--- config.mk ---
export PLATFORM = sky130hd
export DESIGN_NAME = fibonacci_req_master_flat
export DESIGN_NICKNAME = d
export VERILOG_FILES = /design/src/rtl/fibonacci_req_master_pkg.sv /design/src/rtl/fibonacci_req_master_if.sv /design/src/rtl/fibonacci_req_master_fifo.sv /design/src/rtl/fibonacci_req_master.sv /design/src/flat_wrapper.sv
export SDC_FILE = /design/constraint.sdc
export NUM_CORES = 1
export LEC_CHECK = 0
export BUFFER_PORTS_ARGS = -buffer_cell sky130_fd_sc_hd__buf_2
export CAP_MARGIN = 5
export CORE_AREA = 5 5 153 155
export DETAILED_ROUTE_END_ITERATION = 10
export DIE_AREA = 0 0 158 160
export SYNTH_ARGS = -nofsm -noshare
export SYNTH_HDL_FRONTEND = slang
export SYNTH_SLANG_ARGS = --single-unit
--- constraint.sdc ---
create_clock -name clk_i -period 3.81 [get_ports clk_i]
set_input_delay 0.5715 -clock clk_i [delete_from_list [all_inputs] [get_ports clk_i]]
set_output_delay 0.5715 -clock clk_i [all_outputs]
set_load 0.02 [all_outputs]
--- src/rtl/fibonacci_req_master_pkg.sv ---
// Shared types for the Fibonacci request master: widths, FSM states and the result record.
package fib_pkg;

    localparam int IDX_W = 5;
    localparam int F_W   = 20;

    typedef enum logic [1:0] {
        IDLE,
        ISSUE,
        WAIT,
        DRAIN
    } state_e;

    typedef struct packed {
        logic [IDX_W-1:0] idx;
        logic [F_W-1:0]   f;
        logic             err;
    } result_t;

    function automatic result_t make_result(input logic [IDX_W-1:0] idx,
                                            input logic [F_W-1:0]   f,
                                            input logic             err);
        result_t r;
        r.idx = idx;
        r.f   = f;
        r.err = err;
        return r;
    endfunction

endpackage

--- src/rtl/fibonacci_req_master_if.sv ---
// Command stream, core handshake and result stream seen by the request master.
interface fibonacci_req_master_if;
    import fib_pkg::*;

    logic             cmd_valid_i;
    logic             cmd_ready_o;
    logic [IDX_W-1:0] cmd_idx_i;
    logic             fib_start_o;
    logic [IDX_W-1:0] fib_i_o;
    logic             fib_ready_i;
    logic             fib_done_tick_i;
    logic [F_W-1:0]   fib_f_i;
    logic             res_valid_o;
    logic             res_ready_i;
    logic [IDX_W-1:0] res_idx_o;
    logic [F_W-1:0]   res_f_o;
    logic             res_err_o;
    logic             busy_o;

    modport master (
        input  cmd_valid_i, cmd_idx_i, fib_ready_i, fib_done_tick_i, fib_f_i, res_ready_i,
        output cmd_ready_o, fib_start_o, fib_i_o, res_valid_o, res_idx_o, res_f_o,
               res_err_o, busy_o
    );

    modport slave (
        output cmd_valid_i, cmd_idx_i, fib_ready_i, fib_done_tick_i, fib_f_i, res_ready_i,
        input  cmd_ready_o, fib_start_o, fib_i_o, res_valid_o, res_idx_o, res_f_o,
               res_err_o, busy_o
    );

endinterface

--- src/rtl/fibonacci_req_master_fifo.sv ---
// Synchronous result FIFO; the head is read combinationally and stays put until popped.
module fib_res_fifo
    import fib_pkg::*;
#(
    parameter int DEPTH = 4
) (
    input  logic    clk,
    input  logic    rst,
    input  logic    push,
    input  logic    pop,
    input  result_t wr_data,
    output result_t rd_data,
    output logic    full,
    output logic    empty
);

    localparam int AW = $clog2(DEPTH);

    result_t       mem [DEPTH];
    logic [AW:0]   wr_ptr;
    logic [AW:0]   rd_ptr;
    logic          do_push;
    logic          do_pop;

    // The extra pointer bit separates full from empty when the slot addresses match.
    assign empty   = (wr_ptr == rd_ptr);
    assign full    = (wr_ptr[AW] != rd_ptr[AW]) && (wr_ptr[AW-1:0] == rd_ptr[AW-1:0]);
    assign do_pop  = pop && !empty;
    assign do_push = push && (!full || do_pop);
    assign rd_data = mem[rd_ptr[AW-1:0]];

    always_ff @(posedge clk) begin
        if (rst) begin
            wr_ptr <= '0;
            rd_ptr <= '0;
        end else begin
            if (do_push) wr_ptr <= wr_ptr + 1'b1;
            if (do_pop)  rd_ptr <= rd_ptr + 1'b1;
        end
    end

    always_ff @(posedge clk) begin
        if (do_push) mem[wr_ptr[AW-1:0]] <= wr_data;
    end

endmodule

--- src/rtl/fibonacci_req_master.sv ---
// Issues one start pulse per accepted index to the Fibonacci core and queues tagged results.
module fibonacci_req_master
    import fib_pkg::*;
#(
    parameter int MAX_IDX     = 30,
    parameter int TIMEOUT_CYC = 255,
    parameter int FIFO_DEPTH  = 4
) (
    input logic                   clk_i,
    input logic                   rst_i,
    fibonacci_req_master_if.master bus
);

    localparam int               CNT_W    = $clog2(TIMEOUT_CYC + 1);
    localparam logic [IDX_W-1:0] MAX_IDXL = IDX_W'(MAX_IDX);
    localparam logic [CNT_W-1:0] TMO_LAST = CNT_W'(TIMEOUT_CYC - 1);

    state_e           state;
    logic [CNT_W-1:0] tmo_cnt;
    logic             accept;
    logic             push;
    result_t          push_data;
    result_t          head;
    logic             fifo_full;
    logic             fifo_empty;

    // Space is reserved at accept time, so every later push is guaranteed a free slot.
    assign bus.cmd_ready_o = !rst_i && (state == IDLE) && bus.fib_ready_i && !fifo_full;
    assign accept          = bus.cmd_valid_i && bus.cmd_ready_o;

    always_comb begin
        push      = 1'b0;
        push_data = '0;
        case (state)
            IDLE: begin
                if (accept && (bus.cmd_idx_i > MAX_IDXL)) begin
                    push      = 1'b1;
                    push_data = make_result(bus.cmd_idx_i, '0, 1'b1);
                end
            end
            WAIT: begin
                if (bus.fib_done_tick_i) begin
                    push      = 1'b1;
                    push_data = make_result(bus.fib_i_o, bus.fib_f_i, 1'b0);
                end else if (tmo_cnt == TMO_LAST) begin
                    push      = 1'b1;
                    push_data = make_result(bus.fib_i_o, '0, 1'b1);
                end
            end
            default: ;
        endcase
    end

    // tmo_cnt counts WAIT cycles, so the last WAIT cycle is TIMEOUT_CYC cycles after the start pulse.
    always_ff @(posedge clk_i) begin
        if (rst_i) begin
            state           <= IDLE;
            tmo_cnt         <= '0;
            bus.fib_start_o <= 1'b0;
            bus.fib_i_o     <= '0;
            bus.busy_o      <= 1'b0;
        end else begin
            bus.fib_start_o <= 1'b0;
            case (state)
                IDLE: begin
                    if (accept && (bus.cmd_idx_i <= MAX_IDXL)) begin
                        bus.fib_i_o     <= bus.cmd_idx_i;
                        bus.fib_start_o <= 1'b1;
                        bus.busy_o      <= 1'b1;
                        state           <= ISSUE;
                    end
                end
                ISSUE: begin
                    tmo_cnt <= '0;
                    state   <= WAIT;
                end
                WAIT: begin
                    if (bus.fib_done_tick_i) begin
                        bus.busy_o <= 1'b0;
                        state      <= IDLE;
                    end else if (tmo_cnt == TMO_LAST) begin
                        state <= DRAIN;
                    end else begin
                        tmo_cnt <= tmo_cnt + 1'b1;
                    end
                end
                DRAIN: begin
                    if (bus.fib_ready_i) begin
                        bus.busy_o <= 1'b0;
                        state      <= IDLE;
                    end
                end
                default: state <= IDLE;
            endcase
        end
    end

    fib_res_fifo #(
        .DEPTH (FIFO_DEPTH)
    ) u_fifo (
        .clk     (clk_i),
        .rst     (rst_i),
        .push    (push),
        .pop     (bus.res_ready_i),
        .wr_data (push_data),
        .rd_data (head),
        .full    (fifo_full),
        .empty   (fifo_empty)
    );

    assign bus.res_valid_o = !fifo_empty;
    assign bus.res_idx_o   = fifo_empty ? '0 : head.idx;
    assign bus.res_f_o     = fifo_empty ? '0 : head.f;
    assign bus.res_err_o   = fifo_empty ? 1'b0 : head.err;

endmodule

--- src/flat_wrapper.sv ---
// flat-port wrapper written by rule: the top's interface ports become plain ports
module fibonacci_req_master_flat import fib_pkg::*;
#(
    parameter int MAX_IDX     = 30,
    parameter int TIMEOUT_CYC = 255,
    parameter int FIFO_DEPTH  = 4
)
  (clk_i, rst_i, bus_cmd_valid_i, bus_cmd_idx_i, bus_fib_ready_i, bus_fib_done_tick_i, bus_fib_f_i, bus_res_ready_i, bus_cmd_ready_o, bus_fib_start_o, bus_fib_i_o, bus_res_valid_o, bus_res_idx_o, bus_res_f_o, bus_res_err_o, bus_busy_o);
  fibonacci_req_master_if bus_i ();
  input logic clk_i;
  input logic rst_i;
  input wire logic [$bits(bus_i.cmd_valid_i)-1:0] bus_cmd_valid_i;
  input wire logic [$bits(bus_i.cmd_idx_i)-1:0] bus_cmd_idx_i;
  input wire logic [$bits(bus_i.fib_ready_i)-1:0] bus_fib_ready_i;
  input wire logic [$bits(bus_i.fib_done_tick_i)-1:0] bus_fib_done_tick_i;
  input wire logic [$bits(bus_i.fib_f_i)-1:0] bus_fib_f_i;
  input wire logic [$bits(bus_i.res_ready_i)-1:0] bus_res_ready_i;
  output wire logic [$bits(bus_i.cmd_ready_o)-1:0] bus_cmd_ready_o;
  output wire logic [$bits(bus_i.fib_start_o)-1:0] bus_fib_start_o;
  output wire logic [$bits(bus_i.fib_i_o)-1:0] bus_fib_i_o;
  output wire logic [$bits(bus_i.res_valid_o)-1:0] bus_res_valid_o;
  output wire logic [$bits(bus_i.res_idx_o)-1:0] bus_res_idx_o;
  output wire logic [$bits(bus_i.res_f_o)-1:0] bus_res_f_o;
  output wire logic [$bits(bus_i.res_err_o)-1:0] bus_res_err_o;
  output wire logic [$bits(bus_i.busy_o)-1:0] bus_busy_o;
  assign bus_i.cmd_valid_i = bus_cmd_valid_i;
  assign bus_i.cmd_idx_i = bus_cmd_idx_i;
  assign bus_i.fib_ready_i = bus_fib_ready_i;
  assign bus_i.fib_done_tick_i = bus_fib_done_tick_i;
  assign bus_i.fib_f_i = bus_fib_f_i;
  assign bus_i.res_ready_i = bus_res_ready_i;
  assign bus_cmd_ready_o = bus_i.cmd_ready_o;
  assign bus_fib_start_o = bus_i.fib_start_o;
  assign bus_fib_i_o = bus_i.fib_i_o;
  assign bus_res_valid_o = bus_i.res_valid_o;
  assign bus_res_idx_o = bus_i.res_idx_o;
  assign bus_res_f_o = bus_i.res_f_o;
  assign bus_res_err_o = bus_i.res_err_o;
  assign bus_busy_o = bus_i.busy_o;
  fibonacci_req_master #(.MAX_IDX(MAX_IDX), .TIMEOUT_CYC(TIMEOUT_CYC), .FIFO_DEPTH(FIFO_DEPTH)) u_core (.clk_i(clk_i), .rst_i(rst_i), .bus(bus_i));
endmodule
==> impl_metrics.env, run 1 <==
export IMPL_tns_ns=0
export IMPL_io_pins=66
export IMPL_power_density_nw_per_um2=492
export IMPL_gp_congestion=0.770
export IMPL_irDropWorstVdd_uv=304
export IMPL_hold_viol_final=0
export IMPL_layout_drive_gt1_share_pct=33.1
export IMPL_cp_end_kind="output port"
export IMPL_arrival_ns=2.49
export IMPL_crit_family="simple AND/OR/NAND/NOR gates"
export IMPL_cp_required_ns=3.24
export IMPL_finalMaxSlewViolations=0
export IMPL_antenna_found_initial=1
export IMPL_die_h_um=160
export IMPL_drv_cap=0
export IMPL_root_buffer="clkbuf_16"
export IMPL_status="completed"
export IMPL_postCtsSetupRepairBufs=0
export IMPL_grt_pass1_vias=3281
export IMPL_cp_cell_sequence="xnor2_1 > nand3b_1 > and2_1 > buf_2"
export IMPL_n_fill_cell=2148
export IMPL_worstPathMaxFanout=28
export IMPL_area_growth_pct=23.2
export IMPL_r2r_slack_ns=0.76
export IMPL_grt_pass1_wl_um=18500
export IMPL_hold_slack_ns=0.410
export IMPL_clock_sinks=129
export IMPL_clock_skew_final_ns=0.00897
export IMPL_fin_cells=705
export IMPL_rows=54
export IMPL_synth_seq_area_share_pct=67.6
export IMPL_rsz0062_at_grt="no"
export IMPL_ys_ff_latch=129
export IMPL_route_detailed_wl_per_inst_um=16.5
export IMPL_routed_wl_um=11600
export IMPL_cpPeakStageDelay_ns=0.82
export IMPL_firstDrtPassIters=4
export IMPL_synth_cell_type_count=36
export IMPL_drc=0
export IMPL_path_buf_inv=1
export IMPL_ant_nets=0
export IMPL_syn_area_per_cell_sq_um=15.9
export IMPL_syn_area_sq_um=5360
export IMPL_yosys_warnings=0
export IMPL_core_sq_um=21700
export IMPL_place_ws_ns=0.735
export IMPL_die_area_sq_um=25300
export IMPL_hpwlAfterDp_um=7480
export IMPL_dp_cells=671
export IMPL_max_freq_ghz=0.327
export IMPL_cts_tree="done"
export IMPL_holdCritPathClass="in -> reg"
export IMPL_p_leak_nw=2.36
export IMPL_fp_dieW_um=158
export IMPL_synthesis_nets=374
export IMPL_relSlewSlack_pct=23.8
export IMPL_cts_max_level=4
export IMPL_utilization_pct=30.4
export IMPL_cts_hold_buffers=0
export IMPL_cts_inserted_buffers=17
export IMPL_nNetsFinal=448
export IMPL_clk_pin_slew_ns=0.05
export IMPL_timing_final_ws_setup_ns=0.750
export IMPL_fin_crit_sh_pct=80.3
export IMPL_crit_path_start_kind="flop"
export IMPL_gr_total_overflow=0
export IMPL_tightestPinTransition_ns=1.14
export IMPL_clk_path_buf_depth=2
export IMPL_synthCells=336
export IMPL_grt_total_usage_pct=9.70
export IMPL_setup_viol=0
export IMPL_ctsResizeCount=0
export IMPL_grt_max_degree=29
export IMPL_cp_slowest_cell="nand3b_1"
export IMPL_fin_crit_ns=3.06
export IMPL_port_buffers=65
export IMPL_drtIter0Drc=142
export IMPL_critical_path_class="reg -> out"
export IMPL_vias=3077
export IMPL_start_util_pct=24.7
export IMPL_via_per_inst=4.36
export IMPL_clk_latency_ns=0.41
## worst paths after layout
| path | from | end | cells past startpoint |
|---|---|---|---|
| max reg2reg | u_core.state[0] | u_core.u_fifo.mem[2][8] | 4 |
| min reg2reg | u_core.bus.busy_o | u_core.bus.busy_o | 1 |
| min | bus_fib_ready_i | u_core.state[0] | 2 |
| max | u_core.u_fifo.wr_ptr[0] | bus_res_idx_o[1] | 4 |
## routing by layer
metal | share of wire, % | track usage [%] | wire (um) | vias up
li1 | - | - | - | 1426
met1 | 45 | 12.7 | 5190 | 1550
met2 | 48 | 15.0 | 5550 | 89
met3 | 6.2 | 3.33 | 724 | 12
met4 | 1.4 | 3.22 | 159 | 0
met5 | 0 | 0 | 0 | -
## flip-flops by register name, indices dropped and copies added (netlist names), named ones only
name,cells
u_core.bus.fib_i_o,5
u_core.bus.fib_start_o,1
u_core.bus.busy_o,1
u_core.u_fifo.rd_ptr,3
u_core.state,2
u_core.u_fifo.mem,104
u_core.tmo_cnt,8
u_core.u_fifo.wr_ptr,3
## cell usage in the layout (no fill, tap or decap), types with 2 or more instances in the layout
cell | netlist | final
clkbuf_1 | 12 | 2
bufinv_16 | 0 | 2
and2_1 | 29 | 29
clkinvlp_4 | 0 | 4
clkbuf_16 | 0 | 17
nor2_1 | 26 | 26
xor2_1 | 9 | 9
inv_1 | 4 | 4
mux4_2 | 26 | 26
and3_1 | 20 | 20
dfxtp_1 | 25 | 24
o21ai_0 | 3 | 3
o31ai_1 | 2 | 2
nand3_1 | 6 | 6
xnor2_1 | 2 | 2
mux2i_1 | 7 | 7
nor2b_1 | 2 | 2
a21oi_1 | 3 | 2
inv_6 | 0 | 2
clkinv_2 | 0 | 4
mux2_2 | 4 | 4
ha_1 | 7 | 7
diode_2 | 0 | 2
edfxtp_1 | 104 | 104
nand2_1 | 22 | 22
buf_4 | 1 | 7
nand4_1 | 4 | 4
buf_2 | 4 | 65
## power by group
part	total [W]	internal, W	switching, W	leakage (nW)
logic	0.000157	0.0000688	0.0000886	0.961
registers	0.00153	0.00152	0.0000125	1.12
clock network	0.00156	0.000961	0.000600	0.270
total	0.00325	0.00255	0.000701	2.36
## cells in the mapped netlist
| master | number | area share [%] |
|---|---|---|
| or3b_4 | 1 | 0.21 |
| or2b_1 | 1 | 0.14 |
| nor3_1 | 1 | 0.093 |
| buf_2 | 4 | 0.37 |
| buf_4 | 1 | 0.14 |
| a311oi_1 | 1 | 0.16 |
| mux2_2 | 4 | 0.84 |
| mux2i_1 | 7 | 1.3 |
| nand3_1 | 6 | 0.56 |
| o21ai_0 | 3 | 0.28 |
| nor2b_1 | 2 | 0.23 |
| and2b_1 | 1 | 0.14 |
| o31ai_1 | 2 | 0.28 |
| dfxtp_1 | 25 | 9.3 |
| clkbuf_1 | 12 | 0.84 |
| nand4_1 | 4 | 0.47 |
| ha_1 | 7 | 1.6 |
| and2_1 | 29 | 3.4 |
| nand2_1 | 22 | 1.5 |
| nor2_1 | 26 | 1.8 |
| a31o_2 | 1 | 0.16 |
| and4b_1 | 1 | 0.19 |
| and4_1 | 1 | 0.16 |
| mux4_2 | 26 | 11 |
| nand3b_1 | 1 | 0.14 |
| and2_2 | 1 | 0.14 |
| and3_1 | 20 | 2.3 |
| xnor2_1 | 2 | 0.33 |
| nand4_4 | 1 | 0.40 |
| nor4b_4 | 1 | 0.44 |
| edfxtp_1 | 104 | 58 |
| a41oi_4 | 1 | 0.51 |
| a21oi_1 | 3 | 0.28 |
| o21a_1 | 1 | 0.14 |
| xor2_1 | 9 | 1.5 |
| inv_1 | 4 | 0.28 |
## per-stage QoR
step                instance area (sq um)  power [W]
global placement                     6030    0.00172
floorplan                            5360    0.00165
detailed placement                   6030    0.00172
global route                         6600    0.00337
CTS                                  6600    0.00328
finish                               6600    0.00325
## final cells by class
class | count | area [sq um] | share of cell area (%)
Sequential cell | 129 | 3620 | 54.9
Multi-Input combinational cell | 186 | 1660 | 25.1
Clock buffer | 19 | 433 | 6.56
Timing Repair Buffer | 72 | 378 | 5.73
Tap cell | 280 | 350 | 5.31
Clock inverter | 13 | 136 | 2.07
Inverter | 4 | 15.0 | 0.227
Antenna cell | 2 | 5.00 | 0.0758
## cell families (layout without fill, tap and decap cells)
group                      count (synthesis)  in the layout  share of synthesized area [%]
and+or+nand+nor                          119            119                           12.4
buffers and inverters                     21            108                           1.63
muxes                                     37             37                           13.1
DFF                                      129            129                           67.6
other                                      0              2                              0
adders and majority gates                  7              7                           1.63
AOI/OAI and AO/OA                         12             12                           1.82
xor gates and xnor gates                  11             11                           1.80
Note: power is estimated with default switching activity, not from simulation.
==> inputs of run 2 (changes only) <==
--- a/config.mk
+++ b/config.mk
@@ -5,11 +5,12 @@
 export SDC_FILE = /design/constraint.sdc
 export NUM_CORES = 1
 export LEC_CHECK = 0
+export ABC_AREA = 1
 export BUFFER_PORTS_ARGS = -buffer_cell sky130_fd_sc_hd__buf_2
 export CAP_MARGIN = 5
-export CORE_AREA = 5 5 153 155
+export CORE_AREA = 5 5 157 159
 export DETAILED_ROUTE_END_ITERATION = 10
-export DIE_AREA = 0 0 158 160
+export DIE_AREA = 0 0 162 164
 export SYNTH_ARGS = -nofsm -noshare
 export SYNTH_HDL_FRONTEND = slang
 export SYNTH_SLANG_ARGS = --single-unit
==> constraint.sdc (replaced) <==
create_clock -name clk_i -period 3.07 [get_ports clk_i]
set_input_delay 0.4605 -clock clk_i [delete_from_list [all_inputs] [get_ports clk_i]]
set_output_delay 0.4605 -clock clk_i [all_outputs]
set_load 0.02 [all_outputs]
==> run 2 against run 1 <==
Compared with the run above: core utilization fell by 0.62 points; synthesized cell count grew 63%; register-to-register slack gained 0.28 ns; power up 100%; clock power increased by 29%; combinational power grew to 15 times the previous value; clock-buffer cell count decreased by 2; sequential share of layout area down 2.3 points; area after synthesis is 5.4% higher; sequential power rose by 37%; flip-flop and latch count stayed put; critical endpoint is now bus_res_f_o[1].
==> impl_metrics.env, run 2 <==
export IMPL_layout_drive_gt1_share_pct=21.5
export IMPL_synthFlopType="edfxtp_1"
export IMPL_die_h_um=164
export IMPL_clock_skew_final_ns=0.00807
export IMPL_route_detailed_wl_per_inst_um=13.6
export IMPL_holdCritPathClass="in -> reg"
export IMPL_cts_tree="done"
export IMPL_cts_inserted_buffers=17
export IMPL_synth_seq_area_share_pct=64.2
export IMPL_area_growth_pct=22.1
export IMPL_ys_ff_latch=129
export IMPL_power_density_nw_per_um2=945
export IMPL_rsz0062_at_grt="no"
export IMPL_synth_top_area_cell="edfxtp_1"
export IMPL_gp_congestion=0.745
export IMPL_root_buffer="clkbuf_16"
export IMPL_synth_area_leaders="edfxtp_1, dfxtp_1, nor2_1"
export IMPL_hpwlAfterDp_um=8110
export IMPL_fin_crit_sh_pct=83.6
export IMPL_yosys_warnings=0
export IMPL_syn_area_per_cell_sq_um=10.3
export IMPL_core_sq_um=23100
export IMPL_ant_nets=0
export IMPL_routed_wl_um=12500
export IMPL_drtIter0Drc=250
export IMPL_die_area_sq_um=26600
export IMPL_layout_commonest_cell="nor2_1"
export IMPL_irDropWorstVdd_uv=413
export IMPL_grt_max_degree=53
export IMPL_relSlewSlack_pct=61.5
export IMPL_clk_path_buf_depth=2
export IMPL_hold_slack_ns=0.308
export IMPL_synth_edf_count=104
export IMPL_p_leak_nw=2.76
export IMPL_synthesis_nets=585
export IMPL_nNetsFinal=652
export IMPL_fin_cells=917
export IMPL_synth_common_cells="nor2_1, edfxtp_1, nand2_1"
export IMPL_drc=0
export IMPL_crit_path_start_kind="flop"
export IMPL_cp_cell_sequence="clkinv_1 > buf_4 > nor2_1 > o32ai_1 > nand2_1 > inv_1 > buf_2"
export IMPL_rows=56
export IMPL_final_cell_mix="nor2_1, edfxtp_1, nand2_1"
export IMPL_cts_max_level=4
export IMPL_ctsResizeCount=0
export IMPL_worstPathMaxFanout=20
export IMPL_synth_cell_type_count=34
export IMPL_synthArstFlopShare_pct=0
export IMPL_max_freq_ghz=0.390
export IMPL_postCtsSetupRepairBufs=0
export IMPL_synthCells=547
export IMPL_gr_total_overflow=0
export IMPL_setup_viol=0
export IMPL_io_pins=66
export IMPL_largest_register_ffs=104
export IMPL_status="completed"
export IMPL_vias=3867
export IMPL_syn_area_sq_um=5650
export IMPL_arrival_ns=2.11
export IMPL_antenna_found_initial=0
export IMPL_cts_hold_buffers=0
export IMPL_grt_total_usage_pct=9.78
export IMPL_clock_sinks=129
export IMPL_grt_pass1_wl_um=20100
export IMPL_dp_cells=885
export IMPL_port_buffers=65
export IMPL_fin_crit_ns=2.57
export IMPL_fp_dieW_um=162
export IMPL_synth_most_common_cell="nor2_1"
export IMPL_tns_ns=0
export IMPL_clk_latency_ns=0.42
export IMPL_hold_viol_final=0
export IMPL_start_util_pct=24.4
export IMPL_drv_cap=0
export IMPL_cp_required_ns=2.61
export IMPL_tightestPinTransition_ns=0.572
export IMPL_diodes=0
export IMPL_cp_slowest_cell="clkinv_1"
export IMPL_firstDrtPassIters=4
export IMPL_cpPeakStageDelay_ns=0.44
export IMPL_via_per_inst=4.22
export IMPL_n_fill_cell=2393
export IMPL_cp_end_kind="output port"
export IMPL_finalMaxSlewViolations=0
export IMPL_grt_pass1_vias=3825
export IMPL_clk_pin_slew_ns=0.06
export IMPL_yosys_area_top_type_share_pct=55.3
export IMPL_critical_path_class="reg -> out"
-- run 2: cell count changes after synthesis, sizes merged, moves of 4 or more --
cell / before / now
inv: 4 / 61
nor3: 1 / 5
and3: 20 / 0
mux2i: 7 / 0
o32ai: 0 / 26
and2: 30 / 0
nor2: 26 / 118
mux4: 26 / 0
a21oi: 3 / 17
mux2: 4 / 0
xor2: 9 / 2
clkbuf: 12 / 19
o21ai: 3 / 41
nand2: 22 / 94
-- run 2: critical path, delay by kind of cell (launching register included) --
family / cells / cell delay, ns
buffers and inverters: 4 / 1.05
DFF: 1 / 0.32
and+or+nand+nor: 2 / 0.21
AOI/OAI and AO/OA: 1 / 0.11
-- run 2: where the power goes --
part	switching, W	leakage (nW)	internal, W
Clock	0.000796	0.286	0.00122
Combinational	0.00168	1.29	0.000723
Sequential	0.0000602	1.19	0.00204
Total	0.00254	2.76	0.00398
-- run 2: routing by layer --
layer | share of wire (%) | GRT usage [%] | wire [um]
met2 | 47 | 15.4 | 5840
met4 | 1.1 | 3.46 | 132
met1 | 48 | 13.0 | 5950
met3 | 4.4 | 2.63 | 555
met5 | 0 | 0 | 0
-- run 2: worst paths after layout --
kind / cells after the start / slack, ns / startpoint / endpoint
max: 7 / 0.50 / flop / bus_res_f_o[1]
min: 3 / 0.31 / bus_cmd_idx_i[2] / u_core.bus.fib_i_o[2]
max reg2reg: 11 / 1.04 / u_core.tmo_cnt[0] / u_core.u_fifo.mem[0][20]
min reg2reg: 2 / 0.47 / u_core.bus.busy_o / u_core.bus.busy_o
-- run 2: cell type report --
cell class / count / area, sq um / share of cell area, %
sequential: 129 / 3620 / 52.6
clock buffer: 17 / 425 / 6.17
inverter: 62 / 233 / 3.38
clock inverter: 15 / 169 / 2.45
tap: 290 / 363 / 5.26
multi-input combinational: 330 / 1690 / 24.5
timing repair buffer: 74 / 393 / 5.70
-- run 2: kinds of logic (layout without fill, tap and decap cells) --
group	after synthesis	in the layout	synth area share, %
AO/OA/AOI/OAI	86	86	9.44
XOR/XNOR	3	3	0.599
adder cells (fa/ha/maj)	7	7	1.55
buffers and inverters	88	168	6.14
flip-flops	129	129	64.2
AND/OR/NAND/NOR	234	234	18.1
-- run 2: stage by stage --
step	power [W]	setup WS [ns]	cell area [sq um]	utilization, %
5_1_grt	0.00697	0.282	6890	29.8
6_report	0.00651	0.504	6890	29.8
4_1_cts	0.00663	0.427	6890	29.8
3_3_place_gp	0.00459	0.868	6300	27.2
2_1_floorplan	0.00383	0.336	5650	-
3_5_place_dp	0.00462	0.821	6300	27.2
